$ cat src/rtl/uart_tx_frame.sv
// ---------------------------------------------------------------------------
// uart_tx_frame
//
// Parametrised UART transmitter. A single block holds the control FSM, the
// payload shift register, the parity generator and the per-bit prescaler.
// Frames are: start (0), DATA_WIDTH payload bits LSB first, optional parity,
// one or two stop bits (1). A new request can be accepted on the last clock
// of the final stop bit, so back-to-back frames have no idle gap.
//
// Parameters
//   DATA_WIDTH  payload bits per frame (5..9)
//   PRESCALE    clocks per serial bit (>= 1)
//
// Ports
//   CLK         system clock, rising edge
//   RST         asynchronous, active-high reset
//   P_DATA      parallel payload, sampled on accept
//   DATA_VALID  request to send P_DATA
//   PAR_EN      1 = append parity bit, sampled on accept
//   PAR_TYP     0 = even, 1 = odd parity, sampled on accept
//   STOP2       0 = one stop bit, 1 = two stop bits, sampled on accept
//   TX_OUT      registered serial line, idle high
//   BUSY        registered, high while a frame is on the line
//   DATA_ACK    registered one-cycle pulse when P_DATA is accepted
// ---------------------------------------------------------------------------
module uart_tx_frame #(
  parameter int DATA_WIDTH = 8,
  parameter int PRESCALE   = 16
) (
  input  logic                  CLK,
  input  logic                  RST,
  input  logic [DATA_WIDTH-1:0] P_DATA,
  input  logic                  DATA_VALID,
  input  logic                  PAR_EN,
  input  logic                  PAR_TYP,
  input  logic                  STOP2,
  output logic                  TX_OUT,
  output logic                  BUSY,
  output logic                  DATA_ACK
);

  localparam int PW = (PRESCALE > 1) ? $clog2(PRESCALE) : 1;

  localparam logic [2:0] ST_IDLE   = 3'd0;
  localparam logic [2:0] ST_START  = 3'd1;
  localparam logic [2:0] ST_DATA   = 3'd2;
  localparam logic [2:0] ST_PARITY = 3'd3;
  localparam logic [2:0] ST_STOP   = 3'd4;

  logic [2:0]            state;
  logic [PW-1:0]         presc_cnt;
  logic [3:0]            bit_cnt;
  logic                  stop_cnt;
  logic [DATA_WIDTH-1:0] shift_reg;
  logic                  par_en_q;
  logic                  par_bit_q;
  logic                  stop2_q;

  logic bit_end;
  logic stop_final;
  logic accept;

  // Last clock of the current serial bit.
  assign bit_end    = (presc_cnt == PW'(PRESCALE - 1));
  // Last clock of the last stop bit: the slot where a back-to-back frame may start.
  assign stop_final = (state == ST_STOP) && bit_end && (stop_cnt == stop2_q);
  assign accept     = DATA_VALID && ((state == ST_IDLE) || stop_final);

  // NOTE: all state is updated with non-blocking assignments so every
  // register samples the pre-edge values, independent of statement order.
  always_ff @(posedge CLK or posedge RST) begin
    if (RST) begin
      state     <= ST_IDLE;
      presc_cnt <= '0;
      bit_cnt   <= '0;
      stop_cnt  <= 1'b0;
      // NOTE: the shift register is cleared on reset so a frame aborted
      // mid-way leaves no stale payload behind; it is a handful of flops,
      // not a memory array, so the reset is cheap.
      shift_reg <= '0;
      par_en_q  <= 1'b0;
      par_bit_q <= 1'b0;
      stop2_q   <= 1'b0;
      TX_OUT    <= 1'b1;
      BUSY      <= 1'b0;
      DATA_ACK  <= 1'b0;
    end else begin
      DATA_ACK <= 1'b0;
      if (accept) begin
        shift_reg <= P_DATA;
        par_en_q  <= PAR_EN;
        par_bit_q <= (^P_DATA) ^ PAR_TYP;
        stop2_q   <= STOP2;
        state     <= ST_START;
        presc_cnt <= '0;
        bit_cnt   <= '0;
        stop_cnt  <= 1'b0;
        TX_OUT    <= 1'b0;
        BUSY      <= 1'b1;
        DATA_ACK  <= 1'b1;
      end else begin
        case (state)
          ST_IDLE: begin
            presc_cnt <= '0;
            TX_OUT    <= 1'b1;
            BUSY      <= 1'b0;
          end
          ST_START: begin
            if (bit_end) begin
              state     <= ST_DATA;
              presc_cnt <= '0;
              TX_OUT    <= shift_reg[0];
            end else begin
              presc_cnt <= presc_cnt + 1'b1;
            end
          end
          ST_DATA: begin
            if (bit_end) begin
              presc_cnt <= '0;
              if (bit_cnt == 4'(DATA_WIDTH - 1)) begin
                bit_cnt <= '0;
                if (par_en_q) begin
                  state  <= ST_PARITY;
                  TX_OUT <= par_bit_q;
                end else begin
                  state    <= ST_STOP;
                  stop_cnt <= 1'b0;
                  TX_OUT   <= 1'b1;
                end
              end else begin
                // Register the next bit directly so TX_OUT never glitches
                // between the shift and the output update.
                bit_cnt   <= bit_cnt + 1'b1;
                shift_reg <= shift_reg >> 1;
                TX_OUT    <= shift_reg[1];
              end
            end else begin
              presc_cnt <= presc_cnt + 1'b1;
            end
          end
          ST_PARITY: begin
            if (bit_end) begin
              state     <= ST_STOP;
              presc_cnt <= '0;
              stop_cnt  <= 1'b0;
              TX_OUT    <= 1'b1;
            end else begin
              presc_cnt <= presc_cnt + 1'b1;
            end
          end
          ST_STOP: begin
            if (bit_end) begin
              presc_cnt <= '0;
              if (stop_cnt == stop2_q) begin
                state    <= ST_IDLE;
                stop_cnt <= 1'b0;
                BUSY     <= 1'b0;
                TX_OUT   <= 1'b1;
              end else begin
                stop_cnt <= 1'b1;
              end
            end else begin
              presc_cnt <= presc_cnt + 1'b1;
            end
          end
          default: begin
            // Unreachable encodings fall back to a quiet, idle line.
            state     <= ST_IDLE;
            presc_cnt <= '0;
            bit_cnt   <= '0;
            stop_cnt  <= 1'b0;
            TX_OUT    <= 1'b1;
            BUSY      <= 1'b0;
          end
        endcase
      end
    end
  end

endmodule

$ cat config.mk
export PLATFORM = sky130hd
export DESIGN_NAME = uart_tx_frame
export DESIGN_NICKNAME = d
export VERILOG_FILES = /design/src/rtl/uart_tx_frame.sv
export SDC_FILE = /design/constraint.sdc
export NUM_CORES = 1
export LEC_CHECK = 0
export ABC_AREA = 0
export CAP_MARGIN = 25
export CORE_UTILIZATION = 50
export CTS_BUF_LIST = sky130_fd_sc_hd__clkbuf_16
export CTS_CLUSTER_DIAMETER = 50
export DETAILED_ROUTE_END_ITERATION = 10
export GPL_TIMING_DRIVEN = 1
export MAX_ROUTING_LAYER = met4
export PLACE_DENSITY = 0.73
export SLEW_MARGIN = 20
export SYNTH_ARGS = -nofsm -noshare
export SYNTH_HDL_FRONTEND = slang
export SYNTH_SLANG_ARGS = --single-unit
$ cat constraint.sdc
create_clock -name CLK -period 3.2 [get_ports CLK]
set_input_delay 0.32 -clock CLK [delete_from_list [all_inputs] [get_ports CLK]]
set_output_delay 0.32 -clock CLK [all_outputs]
set_load 0.05 [all_outputs]
# Yosys cells after proc, flatten, opt, wreduce, memory -nomap -nowiden
# Cells that the tools add are included.
# word_totals
regBits,26
elab_cells,93
out_inout_bits,3
# classes
muxes,42
n_bitwise,1
n_reduce_logical,18
n_eq_ne,19
n_addsub,2
# op_table
op,count
$mux 8,4
$mux 3,8
$mux 4,6
$mux 1,19
$ne 3x3->1 const B,6
$pmux 3 s5,1
$add 4x1->4 const B,2
$pmux 1 s4,2
$pmux 4 s2,1
$reduce_or 4->1,2
$reduce_xor 8->1,1
$reduce_and 7->1,1
$eq 3x2->1 const B,2
$ne 2x1->1 const B,3
$reduce_and 3->1,2
$reduce_and 6->1,1
$reduce_and 5->1,1
$eq 4x3->1 const B,1
$eq 4x4->1 const B,1
$ne 2x2->1 const B,2
$reduce_bool 2->1,2
$eq 3x1->1 const B,1
$eq 3x3->1 const B,1
$logic_and 1x1->1,3
9 further kinds,9

# Longest topological paths before layout
# logic_depth
ltp_word,7
mapped_depth,7

# Least setup slack after synthesis
# OpenSTA, ideal clock, no wires.
# synth_timing
path_type,reg-to-reg
start,register presc_cnt[0]
end,register shift_reg[1]
stages_incl_launch_ff,8
setup_time_ns,0.126
setup_slack_ns,1.469
period_less_slack_ns,1.731
required_time_ns,3.074
t_arrival_ns,1.605
cell_sequence,dfrtp_1 ha_1 and3_1 buf_2 and3_1 buf_4 and2_1 a221o_1
# synth_between
elab_chain_cells,7
# synth_lines
item,line,text
from (decl),51,logic [PW-1:0] presc_cnt;
from (signal assigned),114,presc_cnt <= presc_cnt + 1'b1;
from (signal assigned),138,presc_cnt <= presc_cnt + 1'b1;
from (signal assigned),148,presc_cnt <= presc_cnt + 1'b1;
$eq 4x4->1 *,64,assign bit_end = (presc_cnt == PW'(PRESCALE - 1));
$logic_and 1x1->1 (2 in series),66,assign stop_final = (state == ST_STOP) && bit_end && (stop_cnt == stop2_q);
$logic_or 1x1->1,67,assign accept = DATA_VALID && ((state == ST_IDLE) || stop_final);
$logic_and 1x1->1,67,
$ne 2x2->1 (no source line) / $reduce_bool 2->1 (equally long branches),n/a,
$reduce_and 3->1 (no source line),n/a,
to (signal assigned),134,shift_reg <= shift_reg >> 1;
to (decl),54,logic [DATA_WIDTH-1:0] shift_reg;
# Mark *: on every way between the ends. The rest lies on a longest branch, timed or not.
# A chain may end at the register's enable or synchronous reset.

# Worst setup path in the final report
# layout_timing
start,register state[2]
end,register shift_reg[2]
# layout_between
elab_chain_cells,7
# layout_lines
item,line,text
from (decl),50,logic [2:0] state;
from (signal assigned),73,state <= ST_IDLE;
from (signal assigned),94,state <= ST_START;
from (signal assigned),110,state <= ST_DATA;
$eq 3x3->1,66,
$logic_and 1x1->1 (2 in series),66,
$logic_or 1x1->1,67,
$logic_and 1x1->1,67,
$ne 2x2->1 (no source line) / $reduce_bool 2->1 (equally long branches),n/a,
$reduce_and 3->1 (no source line),n/a,
# Several ways; a longest one is shown, not always the timed one.

==> flow_summary.ini <==
[timing]
rsz0062_at_grt = false
finalWorstSetupSlack_ns = 1.12
slew_violations = 0
maxSlewHeadroom_pct = 66.7
fmax_ghz = 0.480
fin_crit_ns = 2.08
finalClockSkew_ns = 0.00511
setup_viol = 0
hold_slack_ns = 0.293
hold_violations = 0
setup_tns_ns = 0
tightest_slew_ns = 0.497
fin_crit_sh_pct = 65.1

[route]
viasPerCell = 6.02
routedWlPerCell_um = 16.1
drt-total-wl_mm = 2.80
antenna_left = 0
first_pass_iters = 4
num_vias = 1048
drc = 0
drt_first_iter_violations = 45

[place]
place.gp.congestion = 0.879
place.port_buffers = 16
pre_cts_ws_ns = 1.18
placed_area_um2 = 1590
placed_cells = 169
hpwlAfterDp_mm = 2.02

[clock_network]
post_cts_resized = 0
postCtsHoldBufs = 0
post-cts-setup-buffer-count = 0
clock-root-buffer = clkbuf_16
clock_latency_ns = 0.26
clk_pin_slew_worst_paths_ns = 0.07
ctsHtreeMaxLevel = 1
tritoncts = yes
cts_sinks = 26
cts_made_buffers = 3
cts.path.max_buffers = 2

[cells_and_area]
syn2layout_area_growth_pct = 17.6
final_core_util_pct = 62.0
final_cell_area_um2 = 1700
layoutNonFillerInstCount = 174
drive_gt1_share_pct = 11.9
num_antenna_cells = 0
largest_reg_flops = 8
fin_nets = 160

[synth]
synth_area_leaders = dfrtp_1, a221o_1, xnor2_1
syn-num-nets = 145
avgSynthCellArea_um2 = 11.2
syn_inst = 129
ys_types = 52
ys_top_cells_by_count = dfrtp_1, a221o_1, xnor2_1, and2_1, nor2_1
ys_seq_area_share_pct = 45.2
synth_ff_type = dfrtp_1
synth_seq_cells = 26
synth_area_um2 = 1440
synth_top_cell_by_area = dfrtp_1
async_reset_ff_share_pct = 100
yosysTopAreaCellShare_pct = 43.4
yosysWarnings = 0
yosysMostFrequentCell = dfrtp_1
synth_edf_count = 0

[power]
power_density_nw_per_um2 = 903
ir_drop_uv = 625
p_leak_nw = 0.726
power_mw = 1.53

[status]
outcome = completed

[die]
die_x_um = 55.7
die_h_um = 55.7
dieArea_um2 = 3100
ios = 17
initial_core_util_pct = 52.7
rows = 19
core_um2 = 2730

[critical_path]
worstPathArrival_ns = 2.22
timing.rr.start = state[2]
r2r_end = shift_reg[2]
critPathKind = reg2reg
cp-end-kind = register
r2r_slack_ns = 1.12
reg2reg_depth = 4
critPathRequiredTime_ns = 3.34
cp-start-kind = register
cp_max_fo = 14

[worst_hold_path]
hold_class = in2async

[global_route]
grt_pass1_wl_mm = 4.89
grt_antenna_before_repair = 0
grt-ovfl-total = 0
grt_max_degree = 27
gr-usage-all-layers_pct = 20.9
grt_pass1_vias = 996

[job]
maxCapViolCount = 0
[critical path: stages, from the launching register on]
cell and delay (ns):
dfrtp_1 0.53, nor3b_2 0.43, and3_1 0.45, a21oi_1 0.20
a221o_1 0.34
[metal layers]
layer  track usage [%]  routed length (µm)
met1              30.8                1380
met2              29.9                1270
met3              3.02                 120
met4              6.43                  27
met5                 -                   0
[power breakdown]
group	leakage (nW)	switching (mW)	internal, mW
Combinational	0.359	0.357	0.300
Sequential	0.328	0.132	0.464
Clock	0.0385	0.111	0.167
Total	0.726	0.600	0.931
[worst max-delay path by stage]
stage	from	to	cells past startpoint
6_report	state[2]	shift_reg[2]	4
5_1_grt	state[2]	shift_reg[2]	4
4_1_cts	state[1]	shift_reg[0]	4
3_5_place_dp	state[1]	shift_reg[0]	4
3_3_place_gp	DATA_VALID	par_bit_q	4
2_1_floorplan	presc_cnt[0]	shift_reg[1]	7
[kinds of logic (layout without fill, tap and decap cells)]
family	Yosys count	in the layout	share of synthesized area [%]
AO/OA/AOI/OAI	35	35	19.3
adder cells (fa/ha/maj)	2	2	1.74
flip-flops	26	26	45.2
buffers and inverters	11	25	4.60
AND/OR/NAND/NOR	38	38	16.5
XOR/XNOR	11	11	8.16
multiplexers	6	6	4.51
[placed cells by master, fill, tap and decap left out, types with 2 or more instances in the layout]
cell / netlist / final
nor3b_2: 2 / 2
a221o_1: 6 / 6
o31ai_1: 3 / 3
nand2b_1: 3 / 3
nor2_1: 5 / 5
mux2i_1: 2 / 2
clkdlybuf4s50_1: 0 / 16
inv_1: 4 / 3
nor2b_1: 2 / 2
dfrtp_1: 25 / 25
nand2_1: 3 / 3
clkinv_1: 0 / 2
clkbuf_16: 0 / 3
o21ai_0: 3 / 3
o211ai_1: 3 / 3
nand3_1: 4 / 4
and3_1: 2 / 2
nor3b_1: 2 / 2
xor2_1: 3 / 3
and2_1: 5 / 5
ha_1: 2 / 2
mux2_2: 4 / 4
xnor2_1: 6 / 6
a21oi_1: 4 / 4
nor3_1: 4 / 4
[final cells by class]
cell class | count | area (µm²)
Clock inverter | 1 | 3.75
Clock buffer | 3 | 75.1
Sequential cell | 26 | 652
Multi-Input combinational cell | 92 | 723
Timing Repair Buffer | 17 | 188
Fill cell | 231 | 1040
Tap cell | 31 | 38.8
Inverter | 4 | 15.0
Note: power is estimated with default switching activity, not from simulation.
